File: config.mk
export PLATFORM = sky130hd
export DESIGN_NAME = melody_box
export DESIGN_NICKNAME = d
export VERILOG_FILES = /design/src/rtl/melody_pkg.sv /design/src/rtl/mb_debounce.sv /design/src/rtl/melody_box.sv
export SDC_FILE = /design/constraint.sdc
export NUM_CORES = 1
export LEC_CHECK = 0
export ABC_AREA = 1
export BUFFER_PORTS_ARGS = -buffer_cell sky130_fd_sc_hd__buf_2
export CAP_MARGIN = 20
export CORE_MARGIN = 8
export CORE_UTILIZATION = 60
export CTS_CLUSTER_SIZE = 8
export DETAILED_ROUTE_END_ITERATION = 16
export GPL_ROUTABILITY_DRIVEN = 0
export GPL_TIMING_DRIVEN = 0
export PLACE_DENSITY = 0.75
export SETUP_SLACK_MARGIN = 0.2
export SYNTH_ARGS = -nofsm -noshare
export SYNTH_HDL_FRONTEND = slang
export SYNTH_SLANG_ARGS = --single-unit
export TNS_END_PERCENT = 5
File: constraint.sdc
create_clock -name clk -period 3.25 [get_ports clk]
set_clock_uncertainty 0.15 [all_clocks]
set_input_delay 0.4875 -clock clk [delete_from_list [all_inputs] [get_ports clk]]
set_output_delay 0.4875 -clock clk [all_outputs]
set_load 0.02 [all_outputs]
File: src/rtl/melody_pkg.sv
// melody_pkg: note codes, tone frequency table, half-period helper and FSM states
package melody_pkg;
  typedef logic [3:0] note_t;
  typedef enum logic [1:0] {IDLE, NOTE, GAP} state_t;
  localparam int unsigned NOTE_HZ [16] = '{0, 262, 277, 294, 311, 330, 349, 370,
                                           392, 415, 440, 466, 494, 523, 587, 659};
  function automatic int unsigned half_period(int unsigned clk_hz, note_t n);
    int unsigned hp;
    hp = (NOTE_HZ[n] == 0) ? 1 : clk_hz / (2 * NOTE_HZ[n]);
    return (hp == 0) ? 1 : hp;
  endfunction
endpackage

File: src/rtl/mb_debounce.sv
// mb_debounce: two-flop synchroniser followed by a stability-count debouncer
module mb_debounce #(
  parameter int unsigned DEB_CYCLES = 1_000_000
) (
  input  logic clk,
  input  logic rst_n,
  input  logic din,
  output logic dout
);
  localparam int CW = $clog2(DEB_CYCLES + 1);
  logic s1, s2;
  logic [CW-1:0] cnt;
  // sync chain; dout follows s2 once it has differed for DEB_CYCLES cycles in a row
  always_ff @(posedge clk or negedge rst_n) begin
    if (!rst_n) begin
      s1   <= 1'b1;
      s2   <= 1'b1;
      dout <= 1'b1;
      cnt  <= '0;
    end else begin
      s1 <= din;
      s2 <= s1;
      if (s2 == dout) cnt <= '0;
      else if (cnt == CW'(DEB_CYCLES - 1)) begin
        dout <= s2;
        cnt  <= '0;
      end else cnt <= cnt + 1'b1;
    end
  end
endmodule

File: src/rtl/melody_box.sv
// melody_box: live key tones or a stored melody as a square wave on the speaker pin
module melody_box
  import melody_pkg::*;
#(
  parameter int unsigned CLK_HZ = 50_000_000,
  parameter int unsigned NUM_KEYS = 3,
  parameter logic [4*NUM_KEYS-1:0] KEY_NOTES = {4'd12, 4'd14, 4'd1},
  parameter int unsigned SEQ_LEN = 3,
  parameter logic [4*SEQ_LEN-1:0] SEQ_NOTES = {4'd12, 4'd14, 4'd1},
  parameter int unsigned DEB_CYCLES = 1_000_000,
  parameter int unsigned NOTE_CYCLES = 12_500_000,
  parameter int unsigned GAP_CYCLES = 1_250_000
) (
  input  logic                clk,
  input  logic                rst_n,
  input  logic [NUM_KEYS-1:0] key_n,
  input  logic                play_n,
  input  logic                mode,
  output logic                spk,
  output logic                busy,
  output logic [3:0]          cur_note
);
  logic [NUM_KEYS-1:0] key_d;
  logic play_d, mode_d, play_q, mode_q, press, mode_chg, last;
  logic [31:0] hp_tab [16];
  note_t seq_tab [16];
  state_t state, state_n;
  logic [3:0] step, step_n;
  logic [31:0] tmr, tmr_n, tcnt;
  note_t live, nxt_note;

  for (genvar g = 0; g < NUM_KEYS; g++) begin : g_key
    mb_debounce #(.DEB_CYCLES(DEB_CYCLES)) u_deb (.clk(clk), .rst_n(rst_n), .din(key_n[g]), .dout(key_d[g]));
  end
  mb_debounce #(.DEB_CYCLES(DEB_CYCLES)) u_play (.clk(clk), .rst_n(rst_n), .din(play_n), .dout(play_d));
  mb_debounce #(.DEB_CYCLES(DEB_CYCLES)) u_mode (.clk(clk), .rst_n(rst_n), .din(mode), .dout(mode_d));

  for (genvar g = 0; g < 16; g++) begin : g_tab
    assign hp_tab[g] = half_period(CLK_HZ, note_t'(g));
    if (g < SEQ_LEN) begin : g_seq
      assign seq_tab[g] = SEQ_NOTES[4*g +: 4];
    end else begin : g_pad
      assign seq_tab[g] = '0;
    end
  end

  assign press    = play_q & ~play_d;
  assign mode_chg = mode_d ^ mode_q;
  assign last     = step == 4'(SEQ_LEN - 1);
  assign busy     = state != IDLE;

  // live note: lowest-index pressed key wins
  always_comb begin
    live = '0;
    for (int i = NUM_KEYS - 1; i >= 0; i--)
      if (!key_d[i]) live = KEY_NOTES[4*i +: 4];
  end

  // melody sequencer next state; mode changes and live mode hold it in IDLE
  always_comb begin
    state_n = state;
    step_n  = step;
    tmr_n   = tmr;
    if (mode_chg || !mode_d) begin
      state_n = IDLE;
      step_n  = '0;
      tmr_n   = '0;
    end else begin
      unique case (state)
        IDLE: if (press) begin
          state_n = NOTE;
          step_n  = '0;
          tmr_n   = '0;
        end
        NOTE: if (press) begin
          state_n = IDLE;
          tmr_n   = '0;
        end else if (tmr == NOTE_CYCLES - 1) begin
          tmr_n   = '0;
          state_n = (GAP_CYCLES != 0) ? GAP : last ? IDLE : NOTE;
          step_n  = (GAP_CYCLES != 0 || last) ? step : step + 1'b1;
        end else tmr_n = tmr + 1;
        GAP: if (press) begin
          state_n = IDLE;
          tmr_n   = '0;
        end else if (tmr == GAP_CYCLES - 1) begin
          tmr_n   = '0;
          state_n = last ? IDLE : NOTE;
          step_n  = last ? step : step + 1'b1;
        end else tmr_n = tmr + 1;
        default: state_n = IDLE;
      endcase
    end
    nxt_note = mode_chg ? '0 : !mode_d ? live : (state_n == NOTE) ? seq_tab[step_n] : '0;
  end

  // sequencer and edge-detect registers
  always_ff @(posedge clk or negedge rst_n) begin
    if (!rst_n) begin
      state  <= IDLE;
      step   <= '0;
      tmr    <= '0;
      play_q <= 1'b1;
      mode_q <= 1'b1;
    end else begin
      state  <= state_n;
      step   <= step_n;
      tmr    <= tmr_n;
      play_q <= play_d;
      mode_q <= mode_d;
    end
  end

  // tone generator; a note change or rest restarts the phase with spk low
  always_ff @(posedge clk or negedge rst_n) begin
    if (!rst_n) begin
      cur_note <= '0;
      tcnt     <= '0;
      spk      <= 1'b0;
    end else begin
      cur_note <= nxt_note;
      if (nxt_note != cur_note || nxt_note == '0) begin
        tcnt <= '0;
        spk  <= 1'b0;
      end else if (tcnt == hp_tab[cur_note] - 1) begin
        tcnt <= '0;
        spk  <= ~spk;
      end else tcnt <= tcnt + 1;
    end
  end
endmodule
# ---- Word-level counts from Yosys, hierarchy flattened
# Memory sizes are Yosys's and may differ from the RTL's.
# Cells that the tools add are included.
dict set report totals {
  word_cells 130
  ramBits 0
  latch_bits 0
  reg_bits 192
  n_memories 2
  mem_bits_ro 576
}
dict set report op_classes {
  mul 0
  div_mod_pow 0
  eq_ne 19
  muxes 45
  shifts 0
  n_bitwise 11
  reduce_logical 14
  add_sub_neg 9
  n_lt_le_gt_ge 2
}
# memory depth word_bits rd rd_clocked_by_memory_dff wr line
set memory_table {}
lappend memory_table {{(name not given)} 16 32 1 0 0 melody_box.sv:125} ;# end else if (tcnt == hp_tab[cur_note] - 1) begin
lappend memory_table {{(name not given)} 16 4 1 0 0 melody_box.sv:94} ;# nxt_note = mode_chg ? '0 : !mode_d ? live : (state_n == NOTE) ? seq_tab[step_n] : '0;
# operator n
set op_table {}
lappend op_table {{$mux 32} 10}
lappend op_table {{$mux 20} 10}
lappend op_table {{$add 20x1->20 const B} 5}
lappend op_table {{$eq 20x20->1 const B} 5}
lappend op_table {{$pmux 32 s3} 1}
lappend op_table {{$add 32x1->32 const B} 2}
lappend op_table {{$mux 4} 13}
lappend op_table {{$eq 32x21->1 const B} 1}
lappend op_table {{$eq 32x24->1 const B} 1}
lappend op_table {{$eq 32x32->1} 1}
lappend op_table {{$sub 32x1->32 const B} 1}
lappend op_table {{$mux 2} 6}
lappend op_table {{$reduce_and 2->1} 6}
lappend op_table {{$ge 5x5->1 const B} 2}
lappend op_table {{$not 4->5} 2}
lappend op_table {{$pmux 4 s2} 1}
lappend op_table {{$not 1->1} 7}
lappend op_table {{$pmux 2 s3} 1}
lappend op_table {{$eq 1x1->1} 5}
lappend op_table {{$add 4x1->4 const B} 1}
lappend op_table {{$eq 2x1->1 const B} 2}
lappend op_table {{$eq 4x2->1 const B} 1}
lappend op_table {{$logic_not 4->1} 1}
lappend op_table {{$ne 4x4->1} 1}
lappend op_table {{other kinds (10)} 14}

# ---- Depth between registers and ports, before layout
# Gate-level depths: netlist of the first run.
dict set report logic_depth {
  depth_word 16
  depth_mapped 23
  ltp_nobuf 22
}

# ---- Cells and area by module
# From an unflattened synthesis of the first run, not the netlist that was laid out.
dict set report unflattened {
  hier_cells 1521
  area_unflattened_um2 11966.5
}
# mod area_each_um2 instances cells_per_inst
set by_module_without_submodules {}
lappend by_module_without_submodules {mb_debounce 1338.8 5 161}
lappend by_module_without_submodules {melody_box 5272.6 1 716}

# ---- Worst setup path after synthesis of the first run
# Ideal clock, no wire load.
dict set report synth_timing {
  path_kind {flip-flop to flip-flop}
  startpoint {reg cur_note[1]}
  endpoint {reg tcnt[14]}
  stages_incl_launch_ff 20
  path_slack_ps 239
  path_buffers 1
  arrival_time_ps 2738
  synth_period_minus_slack_ps 3011
  setup_ps 122
  t_required_ps 2978
  path_cell_list {dfrtp_1 -> inv_1 -> ha_1 -> nand2_1 -> o21a_1 -> ha_1 -> nand2_1 -> nor2_1 -> nand3_2 -> inv_1 -> nand3_1 -> o21ai_0 -> o21ai_1 -> nor2_1 -> nand3_1 -> nor2_1 -> nand3_2 -> nand3_4 -> buf_6 -> nor2_2}
}
dict set report synth_between {
  elab_chain_len 8
  word_cells_on_any_way 10
  classes_between {add/sub: 1; eq/ne: 2; mux: 4; bitwise: 1; reduce/logical: 1; memory: 1}
}
# item line
set synth_rtl {}
lappend synth_rtl {{from (decl)} melody_box.sv:21} ;# output logic [3:0] cur_note
lappend synth_rtl {{from (signal assigned)} melody_box.sv:121} ;# cur_note <= nxt_note;
lappend synth_rtl {{$not 4->5 (not written as such)} melody_box.sv:125}
lappend synth_rtl {{$mem_v2 16x32} -}
lappend synth_rtl {{$mux 32 (not written as such) (2 in a row)} melody_box.sv:125}
lappend synth_rtl {{$sub 32x1->32} melody_box.sv:125}
lappend synth_rtl {{$eq 32x32->1} melody_box.sv:125}
lappend synth_rtl {{$mux 32} melody_box.sv:125}
lappend synth_rtl {{$mux 32 *} melody_box.sv:122} ;# if (nxt_note != cur_note || nxt_note == '0) begin
lappend synth_rtl {{to (signal assigned)} melody_box.sv:128} ;# end else tcnt <= tcnt + 1;
lappend synth_rtl {{to (decl)} melody_box.sv:29} ;# logic [31:0] tmr, tmr_n, tcnt;
# Mark *: on every way between the ends. The rest lies on a longest branch, timed or not. The select of a mux whose other input is x is not followed.
# A chain may end at the register's enable or synchronous reset.

# ---- Final worst setup path of the first run
dict set report layout_timing {
  startpoint {reg cur_note[0]}
  endpoint {reg tcnt[11]}
}
# Same word-level chain as after synthesis.

==> results.sh, run 1 <==
export IMPL_switching_power_mw=1.08
export IMPL_status="completed"
export IMPL_clk_pin_slew_ns=0.07
export IMPL_yosys_area_share_xor_xnor_pct=5.56
export IMPL_cp_start_kind="register"
export IMPL_synth_fa_ha_area_share_pct=2.76
export IMPL_yosys_warnings=0
export IMPL_timing_hold_ws_ns=0.210
export IMPL_tns_ns=0
export IMPL_cp_max_fo=10
export IMPL_combPwrFrac_pct=2.6
export IMPL_setup_slack_ns=0.116
export IMPL_drc=0
export IMPL_area_growth_pct=14.4
export IMPL_cts_made_buffers=17
export IMPL_dp_hpwl_mm=15.7
export IMPL_cts_tree="yes"
export IMPL_critPathRequiredTime_ns=3.43
export IMPL_cts_root_buffer="clkbuf_16"
export IMPL_peakVddDrop_v=0.000359
export IMPL_seq_area_frac_synth_pct=44.1
export IMPL_fmax_mhz=319
export IMPL_die_area_um2=22700
export IMPL_total_power_mw=4.69
export IMPL_grt_usage_pct=20.9
export IMPL_drtIter0Drc=507
export IMPL_cp_arrival_ns=3.31
export IMPL_rows=49
export IMPL_fp_coreArea_um2=17900
export IMPL_overflow=0
export IMPL_dp_cells=1633
export IMPL_synth_ff_latch_count=191
export IMPL_synth_area_per_cell_um2=7.82
export IMPL_met2_usage_pct=33.7
export IMPL_fin_util_pct=69.5
export IMPL_finalMaxSlewViolations=0
export IMPL_cts_sinks=191
export IMPL_period_share_pct=96.4
export IMPL_pwr_share_seq_pct=51.5
export IMPL_ant_nets=0
export IMPL_place_ws_ns=-0.181
export IMPL_syn_cell_area_um2=10900
export IMPL_worst_skew_pair_late_latency_ns=0.44
export IMPL_h_tree_depth=4
export IMPL_viasPerCell=5.40
export IMPL_grt_max_degree=113
export IMPL_firstDrtPassIters=5
export IMPL_synth_top_cell_area_share_pct=40.0
export IMPL_async_flop_share_pct=100
export IMPL_layout_min_cycle_time_ns=3.13
export IMPL_rsz0062_at_grt="true"
export IMPL_grt_pass1_vias=8705
export IMPL_setup_viol_count_final=0
export IMPL_power_density_nw_per_um2=377
export IMPL_pin_count=13
export IMPL_synthTopCellsByArea="dfrtp_1 40%, nand2_1 8.2%, inv_1 7.3%"
export IMPL_hold_path_class="register to register"
export IMPL_synth_top_family_by_area="simple AND/OR/NAND/NOR gates"
export IMPL_dpl_cell_area_um2=11300
export IMPL_switching_share_pct=23.1
export IMPL_globalRouteMet3Util_pct=3.85
export IMPL_synth_edf_count=0
export IMPL_drive_gt1_share_pct=15.2
export IMPL_maxCapViolCount=0
export IMPL_syn_inst=1391
export IMPL_clockBufferDepth=2
export IMPL_die_h_um=151
export IMPL_port_buffers=12
export IMPL_yosys_area_share_simple_pct=30.5
export IMPL_antenna_found_initial=0
export IMPL_tightest_slew_ns=0.897
export IMPL_clock_power_share_pct=45.9
export IMPL_synth_cell_types=52
export IMPL_gr_max_usage_layer="met2"
export IMPL_wl_mm=23.2
export IMPL_synth_compound_area_share_pct=7.88
export IMPL_diodes=0
export IMPL_synth_top_cell_by_area="dfrtp_1"
export IMPL_grtUsageMet1_pct=27.6
export IMPL_hold_violations=0
export IMPL_num_vias=9183
export IMPL_worstSetupPathType="register to register"
export IMPL_grt_pass1_wl_mm=38.9
export IMPL_critPathCaptureType="register"
export IMPL_synthFlopType="dfrtp_1"
export IMPL_intPower_mw=3.61
export IMPL_die_w_um=151
export IMPL_p_leak_nw=5.28
export IMPL_synthMuxAreaShare_pct=0.610
export IMPL_instances_no_fill=1702
export IMPL_wire_per_inst_um=13.6
export IMPL_initial_utilization_pct=60.7
export IMPL_final_nets=1491
export IMPL_synthesis_nets=1422
export IMPL_fin_area_um2=12400
export IMPL_max_slew_margin_pct=39.5
cell type report:
class	instances	area, um2
inverters	223	845
plain buffers	12	110
fillers	1431	5460
clock inverters	13	166
multi-input cells	965	5340
clock buffers	19	433
well taps	229	287
repair buffers	50	450
flip-flops and latches	191	4810
metal layers:
metal  part of all wire (%)  vias to the layer above  wire length [um]
li1                       -                     4635                 -
met1                     46                     4311             10700
met2                     47                      196             11000
met3                    4.6                       41              1060
met4                    1.9                        0               446
met5                      0                        -                 0
cells by family (layout without fill, tap and decap cells):
kind of cell               Yosys count  after routing
and+or+nand+nor                    718            718
buffers and inverters              235            317
DFF                                191            191
AOI/OAI and AO/OA                  148            148
xor gates and xnor gates            69             69
adders and majority gates           24             24
muxes                                6              6
sequential cells by signal, summed over array words and instances, names as in the netlist, 4 cells and up:
name	flops
step	4
u_mode.cnt	20
tcnt	32
u_play.cnt	20
tmr	32
g_key.u_deb.cnt	60
placed cells by master (no fill, tap or decap), types with 4 or more instances in the layout:
cell           count
nand3_1           66
mux2_2             5
nor4_1            19
nor2_1           189
o21ai_1            9
nor3_1            64
ha_1              19
dfrtp_1          169
a211oi_1           5
a21oi_1           56
clkbuf_16         20
nand2_2           15
nand3_2            8
nand4_1           36
dfstp_2           17
o21ai_0           41
nor2_2            40
buf_4             28
inv_6              6
inv_1            208
nand2_1          228
nor3_2             5
nor2_4            14
nor3b_1           21
clkbuf_1           7
buf_2             12
xor2_1            50
o21a_1             8
and3_1             6
a31oi_1            4
inv_2             12
dfrtp_2            5
a21oi_2            5
dlygate4sd3_1      6
xnor2_1           19
timing repair:
item / in CTS / in global routing
buffers inserted: 8 / 20
hold buffers: 6 / 0
pin swaps: 3 / 33
gates cloned: 0 / 3
hold endpoints to repair: 81 / 0
setup endpoints to repair: 38 / 55
gates resized for setup: 14 / 57
synth_stat cells, drive strengths merged (2+ instances only):
cell type	number
a221oi	2
nor3b	22
a21oi	61
xnor2	19
dfrtp	174
o211ai	2
o41ai	2
o21a	8
o22ai	2
a211oi	5
or2	2
xor2	50
ha	24
o21ai	51
nor3	69
nand2	244
nand4	36
nor4	19
a311oi	2
inv	222
nor2	243
o21ba	2
nand3	76
o21bai	2
dfstp	17
clkbuf	5
mux2	5
a31oi	4
buf	7
and3	6
power by group through the flow:
stage / Combinational, mW / Sequential, mW / Clock, mW
2_1_floorplan: 0.0501 / 2.46 / 0
3_3_place_gp: 0.112 / 2.46 / 0
3_5_place_dp: 0.120 / 2.46 / 0
4_1_cts: 0.126 / 2.42 / 2.20
5_1_grt: 0.144 / 2.42 / 2.29
6_report: 0.121 / 2.42 / 2.15
worst max-delay path: stages, from the launching register on:
cell,delay (ns)
dfrtp_2,0.43
inv_4,0.13
ha_1,0.17
nand2_2,0.07
o21a_1,0.14
ha_2,0.21
or2_4,0.25
nand3_1,0.07
nand4_1,0.14
nor3_2,0.25
nand2_1,0.08
nor2_1,0.08
nand3_1,0.09
nor2_2,0.16
nand3_2,0.12
nand3_4,0.24
clkbuf_16,0.21
nor2_2,0.03
worst paths after layout:
kind	startpoint	cells past startpoint	slack [ns]	end
max	cur_note[0]$_DFF_PN0_	17	0.12	tcnt[11]$_DFF_PN0_
min	u_mode.s1$_DFF_PN1_	0	0.21	u_mode.s2$_DFF_PN1_
max reg2reg	cur_note[0]$_DFF_PN0_	17	0.12	tcnt[11]$_DFF_PN0_
min reg2reg	u_mode.s1$_DFF_PN1_	0	0.21	u_mode.s2$_DFF_PN1_
max in group asynchronous	rst_n	3	1.51	g_key[1].u_deb.cnt[2]$_DFF_PN0_
min in group asynchronous	rst_n	2	0.46	tmr[15]$_DFFE_PN0P_
No activity file was read; power rests on OpenSTA's default activity.
==> run 2, diff against run 1 <==
--- a/config.mk
+++ b/config.mk
@@ -5,7 +5,6 @@
 export SDC_FILE = /design/constraint.sdc
 export NUM_CORES = 1
 export LEC_CHECK = 0
-export ABC_AREA = 1
 export BUFFER_PORTS_ARGS = -buffer_cell sky130_fd_sc_hd__buf_2
 export CAP_MARGIN = 20
 export CORE_MARGIN = 8
@@ -14,7 +13,7 @@
 export DETAILED_ROUTE_END_ITERATION = 16
 export GPL_ROUTABILITY_DRIVEN = 0
 export GPL_TIMING_DRIVEN = 0
-export PLACE_DENSITY = 0.75
+export PLACE_DENSITY = 0.76
 export SETUP_SLACK_MARGIN = 0.2
 export SYNTH_ARGS = -nofsm -noshare
 export SYNTH_HDL_FRONTEND = slang
==> run 2 against run 1 <==
Against the previous run:
- the run now ends with setup timing left
- largest power group unchanged
- via count down 9.6%
- setup slack worse by 0.75 ns
- register-to-register slack worse by 0.75 ns
- core utilization down 1.2 points
- global-route usage down 0.48 points
- hold slack worse by 0.0025 ns
==> results.sh, run 2 <==
export IMPL_drc=0
export IMPL_setup_viol_count_final=33
export IMPL_layout_commonest_cell="dfrtp_1"
export IMPL_area_growth_pct=12.8
export IMPL_top_register="g_key.u_deb.cnt"
export IMPL_place_ws_ns=-1.05
export IMPL_finalMaxSlewViolations=0
export IMPL_endpoint="tcnt[24]$_DFF_PN0_"
export IMPL_syn_cell_area_um2=10700
export IMPL_startpoint="tmr[13]$_DFFE_PN0P_"
export IMPL_die_h_um=150
export IMPL_dp_hpwl_mm=14.9
export IMPL_critPathCaptureType="register"
export IMPL_clk_pin_slew_ns=0.07
export IMPL_num_vias=8301
export IMPL_violations="setup timing"
export IMPL_pin_count=13
export IMPL_synth_cell_types=72
export IMPL_grt_pass1_vias=8142
export IMPL_cts_sinks=191
export IMPL_synth_ff_latch_count=191
export IMPL_r2r_start="tmr[13]$_DFFE_PN0P_"
export IMPL_cts_made_buffers=17
export IMPL_drive_gt1_share_pct=14.0
export IMPL_synth_area_per_cell_um2=9.38
export IMPL_hold_path_class="register to register"
export IMPL_synth_top_cell_by_area="dfrtp_1"
export IMPL_worst_skew_pair_late_latency_ns=0.44
export IMPL_cp_arrival_ns=4.08
export IMPL_n_fill_cell=1373
export IMPL_drtIter0Drc=584
export IMPL_grt_pass1_wl_mm=38.1
export IMPL_layout_min_cycle_time_ns=3.88
export IMPL_power_density_nw_per_um2=382
export IMPL_r2r_cells=15
export IMPL_crit_slowest_cell="dfrtp_1"
export IMPL_initial_utilization_pct=60.5
export IMPL_layout_cells_most_common_list="172 x dfrtp_1, 151 x nor2_1, 122 x nand2_1, 72 x xnor2_1, 68 x xor2_1"
export IMPL_wl_mm=21.9
export IMPL_synthFlopType="dfrtp_1"
export IMPL_synth_most_common_cell="dfrtp_1"
export IMPL_port_buffers=12
export IMPL_largest_reg_flops=60
export IMPL_tns_ns=-19.54
export IMPL_worst_path_largest_cell_delay_ns=0.43
export IMPL_synthesis_nets=1174
export IMPL_grt_max_degree=103
export IMPL_firstDrtPassIters=5
export IMPL_worstSetupPathType="register to register"
export IMPL_die_area_um2=22400
export IMPL_p_leak_nw=5.15
export IMPL_h_tree_depth=4
export IMPL_clockBufferDepth=2
export IMPL_die_w_um=150
export IMPL_wire_per_inst_um=15.2
export IMPL_grt_usage_pct=20.4
export IMPL_antenna_found_initial=0
export IMPL_rsz0062_at_grt="true"
export IMPL_fmax_mhz=258
export IMPL_cp_max_fo=10
export IMPL_r2r_end="tcnt[24]$_DFF_PN0_"
export IMPL_hold_violations=0
export IMPL_regToRegSetupSlack_ns=-0.63
export IMPL_cp_start_kind="register"
export IMPL_cts_root_buffer="clkbuf_16"
export IMPL_syn_inst=1143
export IMPL_yosys_warnings=0
export IMPL_setup_slack_ns=-0.632
export IMPL_viasPerCell=5.77
export IMPL_critPathRequiredTime_ns=3.45
export IMPL_final_nets=1227
export IMPL_synthTopCellsByArea="dfrtp_1 41%, xnor2_1 5.9%, xor2_1 5.6%"
export IMPL_ant_nets=0
export IMPL_max_slew_margin_pct=51.6
export IMPL_diodes=0
export IMPL_overflow=0
export IMPL_synth_top_cell_area_share_pct=40.6
export IMPL_async_flop_share_pct=100
export IMPL_peakVddDrop_v=0.000389
export IMPL_crit_path_cell_trace="nor4b_4 -> nand4b_1 -> buf_6 -> or3_4 -> mux2_4 -> inv_2 -> ha_4 -> nand3b_1 -> a311oi_2 -> nor4bb_4 -> o31ai_1 -> or4_4 -> o21a_4 -> buf_12 -> nor3_2"
export IMPL_largestRegisters="g_key.u_deb.cnt x60, tcnt x32, tmr x32"
export IMPL_rows=49
export IMPL_ys_top_cells_by_count="174 x dfrtp_1, 152 x nor2_1, 122 x nand2_1"
export IMPL_maxCapViolCount=0
export IMPL_fp_coreArea_um2=17700
export IMPL_tightest_slew_ns=0.719
export IMPL_period_share_pct=119
export IMPL_status="finished with violations"
export IMPL_seq_area_frac_synth_pct=44.8
export IMPL_cts_tree="yes"
export IMPL_synth_edf_count=0
-- run 2: stage by stage --
step / hold WS, ns / instance area [um2] / instances / utilization (%) / power (mW)
finish: 0.208 / 12100 / 1438 / 68.3 / 4.62
global route: 0.212 / 12100 / 1438 / 68.3 / 4.77
CTS: 0.210 / 12000 / 1435 / 67.7 / 4.67
detailed placement: 0.199 / 11100 / 1386 / 62.9 / 2.58
global placement: 0.196 / 11100 / 1384 / 62.7 / 2.57
floorplan: 0.0419 / 10800 / 1143 / - / 2.50
-- run 2: where the power goes --
part,internal (mW),leakage [nW],switching [mW]
clock network,1.07,0.285,1.02
registers,2.40,2.58,0.0180
logic,0.0310,2.29,0.0795
total,3.50,5.15,1.12
-- run 2: final cells by class --
cell class | instances | area [um2] | share of cell area (%)
multi-input combinational | 889 | 5800 | 47.9
sequential | 191 | 4800 | 39.7
clock buffer | 19 | 453 | 3.75
timing repair buffer | 34 | 288 | 2.38
tap | 229 | 287 | 2.37
buffer | 40 | 236 | 1.96
clock inverter | 13 | 141 | 1.17
inverter | 23 | 88.8 | 0.735
-- run 2: worst min-delay path by stage --
stage | start | end | slack (ns) | cells after the start
after floorplan | rst_n | cur_note[0]$_DFF_PN0_ | 0.04 | 0
after global placement | u_play.s1$_DFF_PN1_ | u_play.s2$_DFF_PN1_ | 0.20 | 0
after detailed placement | u_play.s1$_DFF_PN1_ | u_play.s2$_DFF_PN1_ | 0.20 | 0
after CTS | u_play.s1$_DFF_PN1_ | u_play.s2$_DFF_PN1_ | 0.21 | 0
after global routing | u_play.s1$_DFF_PN1_ | u_play.s2$_DFF_PN1_ | 0.21 | 0
final | g_key[0].u_deb.s1$_DFF_PN1_ | g_key[0].u_deb.s2$_DFF_PN1_ | 0.21 | 0
-- run 2: cell families after synthesis --
| kind of cell | count (synthesis) | share of synthesized area (%) |
|---|---|---|
| AO/OA/AOI/OAI | 126 | 7.47 |
| XOR/XNOR | 140 | 11.4 |
| adder cells (fa/ha/maj) | 24 | 2.80 |
| buffers and inverters | 63 | 2.52 |
| flip-flops | 191 | 44.8 |
| multiplexers | 15 | 1.52 |
| AND/OR/NAND/NOR | 584 | 29.5 |
-- run 2: what timing repair did --
action | 4_1_cts | 5_1_grt
resized for setup | 28 | 25
pin swaps | 10 | 6
hold endpoints to repair | 83 | 0
setup buffers | 11 | 2
hold buffers | 6 | 0
gates cloned | 0 | 1
setup endpoints to repair | 39 | 56
-- run 2: critical path, delay by kind of cell, from the launching register on --
kind | cells | cell delay (ns)
AO/OA/AOI/OAI | 3 | 0.61
adder cells (fa/ha/maj) | 1 | 0.12
flip-flops | 1 | 0.43
AND/OR/NAND/NOR | 7 | 1.76
multiplexers | 1 | 0.32
buffers and inverters | 3 | 0.40
-- run 2: routing by layer --
layer	track usage [%]	share of wire, %
met5	0	0
met4	5.80	1.6
met3	3.84	3.1
met2	33.3	48
met1	27.3	47
==> run 3, diff against run 2 <==
--- a/config.mk
+++ b/config.mk
@@ -14,6 +14,7 @@
 export GPL_ROUTABILITY_DRIVEN = 0
 export GPL_TIMING_DRIVEN = 0
 export PLACE_DENSITY = 0.76
+export REMOVE_ABC_BUFFERS = 1
 export SETUP_SLACK_MARGIN = 0.2
 export SYNTH_ARGS = -nofsm -noshare
 export SYNTH_HDL_FRONTEND = slang
==> run 3 against run 2 <==
Against the previous run:
- the run still ends with setup timing left
- sequential cell count did not move
- clock power rose by 5%
- register-to-register slack got worse by 0.14 ns
- global-route usage rose by 0.27 points
- power rose by 2.1%
- critical path depth fell by 2
- cell count fell by 1.8%
- critical path type unchanged
- largest cell class unchanged
==> results.sh, run 3 (same netlist as run 2, synthesis figures left out) <==
export IMPL_final_nets=1201
export IMPL_crit_path_cell_trace="nor4_4 -> nand4_2 -> buf_6 -> nor4_4 -> mux2i_2 -> ha_2 -> a21boi_2 -> o21ai_2 -> nor4bb_4 -> o31ai_1 -> or4_4 -> o21a_4 -> nor4b_2"
export IMPL_rows=49
export IMPL_maxCapViolCount=0
export IMPL_drtIter0Drc=642
export IMPL_firstDrtPassIters=5
export IMPL_cpMostUsedCell="nor4_4"
export IMPL_grt_usage_pct=20.7
export IMPL_max_slew_margin_pct=43.0
export IMPL_drc=0
export IMPL_dpl_cell_area_um2=10900
export IMPL_period_share_pct=124
export IMPL_largest_reg_flops=60
export IMPL_layout_commonest_cell="dfrtp_1"
export IMPL_cp_arrival_ns=4.23
export IMPL_place_ws_ns=-1.53
export IMPL_worstSetupPathType="register to register"
export IMPL_grt_max_degree=124
export IMPL_top_register="g_key.u_deb.cnt"
export IMPL_r2r_cells=13
export IMPL_fin_area_um2=12000
export IMPL_die_area_um2=22400
export IMPL_die_h_um=150
export IMPL_clockBufferDepth=2
export IMPL_tns_ns=-22.73
export IMPL_ant_nets=0
export IMPL_port_buffers=12
export IMPL_peakVddDrop_v=0.000386
export IMPL_hold_depth=0
export IMPL_cts_sinks=191
export IMPL_grt_pass1_wl_mm=38.1
export IMPL_violations="setup timing"
export IMPL_worst_path_largest_cell_delay_ns=0.51
export IMPL_viasPerCell=5.96
export IMPL_r2r_end="tcnt[0]$_DFF_PN0_"
export IMPL_largestRegisters="g_key.u_deb.cnt x60, tcnt x32, tmr x32"
export IMPL_dp_hpwl_mm=13.6
export IMPL_fmax_mhz=248
export IMPL_path_buf_inv=1
export IMPL_power_density_nw_per_um2=392
export IMPL_r2r_start="tmr[27]$_DFFE_PN0P_"
export IMPL_cp_max_fo=5
export IMPL_rsz0062_at_grt="true"
export IMPL_crit_slowest_cell="or4_4"
export IMPL_clk_pin_slew_ns=0.08
export IMPL_cts_made_buffers=17
export IMPL_hold_path_end="g_key[2].u_deb.s2$_DFF_PN1_"
export IMPL_overflow=0
export IMPL_fp_coreArea_um2=17700
export IMPL_layout_min_cycle_time_ns=4.03
export IMPL_hold_path_class="register to register"
export IMPL_initial_utilization_pct=60.5
export IMPL_tightest_slew_ns=0.848
export IMPL_critPathCaptureType="register"
export IMPL_regToRegSetupSlack_ns=-0.78
export IMPL_finalMaxSlewViolations=0
export IMPL_pin_count=13
export IMPL_diodes=0
export IMPL_grt_pass1_vias=8105
export IMPL_area_growth_pct=12.2
export IMPL_setup_viol_count_final=36
export IMPL_wire_per_inst_um=16.0
export IMPL_cp_start_kind="register"
export IMPL_die_w_um=150
export IMPL_antenna_found_initial=0
export IMPL_cts_tree="yes"
export IMPL_min_delay_start="g_key[2].u_deb.s1$_DFF_PN1_"
export IMPL_cp_top_family="simple AND/OR/NAND/NOR gates"
export IMPL_h_tree_depth=4
export IMPL_worst_skew_pair_late_latency_ns=0.44
export IMPL_p_leak_nw=4.98
export IMPL_drive_gt1_share_pct=14.5
export IMPL_setup_slack_ns=-0.777
export IMPL_hold_violations=0
export IMPL_layout_cells_most_common_list="170 x dfrtp_1, 149 x nor2_1, 122 x nand2_1, 72 x xnor2_1, 68 x xor2_1"
export IMPL_num_vias=8416
export IMPL_cts_root_buffer="clkbuf_16"
export IMPL_n_fill_cell=1323
export IMPL_status="finished with violations"
export IMPL_wl_mm=22.6
export IMPL_critPathRequiredTime_ns=3.45
## run 3: timing repair
action / in CTS / in global routing
endpoints found under the setup margin: 60 / 64
hold buffers: 6 / 0
resized for setup: 22 / 20
setup buffers: 14 / 8
gates cloned: 5 / 0
pin swaps: 28 / 16
endpoints found under the hold margin: 64 / 0
## run 3: metal layers
layer | wire length (um) | GRT usage (%) | up-vias
met4 | 412 | 7.55 | 0
met3 | 892 | 3.84 | 43
met2 | 10900 | 33.2 | 183
met1 | 10400 | 27.5 | 4117
met5 | 0 | 0 | -
li1 | - | - | 4073
## run 3: through the flow
step           power [mW]  instances  utilization (%)  hold WS, ns
2_1_floorplan        2.50       1103                -       0.0419
3_3_place_gp         2.56       1344             61.4        0.196
3_5_place_dp         2.57       1347             61.8        0.197
4_1_cts              4.77       1404             67.1        0.209
5_1_grt              4.87       1412             67.9        0.211
6_report             4.72       1412             67.9        0.208
## run 3: cell type report
type                    count  area, um2  share of cell area [%]
multi-input cells         894       5870                    48.8
flip-flops and latches    191       4810                    40.0
clock buffers              18        439                    3.65
repair buffers             43        345                    2.87
well taps                 229        287                    2.38
clock inverters            14        188                    1.56
inverters                  23       86.3                   0.718
## run 3: worst max path at each step
stage / start / endpoint / slack (ns) / depth (start not counted)
finish: tmr[27]$_DFFE_PN0P_ / tcnt[0]$_DFF_PN0_ / -0.78 / 13
detailed placement: cur_note[0]$_DFF_PN0_ / tcnt[0]$_DFF_PN0_ / -1.53 / 12
CTS: tmr[28]$_DFFE_PN0P_ / tcnt[0]$_DFF_PN0_ / -0.73 / 13
global route: tmr[27]$_DFFE_PN0P_ / tcnt[0]$_DFF_PN0_ / -0.91 / 13
floorplan: cur_note[0]$_DFF_PN0_ / spk$_DFFE_PN0P_ / -0.93 / 12
global placement: cur_note[0]$_DFF_PN0_ / spk$_DFFE_PN0P_ / -1.95 / 12
## run 3: power breakdown
part           switching, mW  leakage, nW  internal (mW)
Sequential            0.0187         2.58           2.40
Combinational         0.0776         2.10         0.0291
Clock                   1.05        0.304           1.14
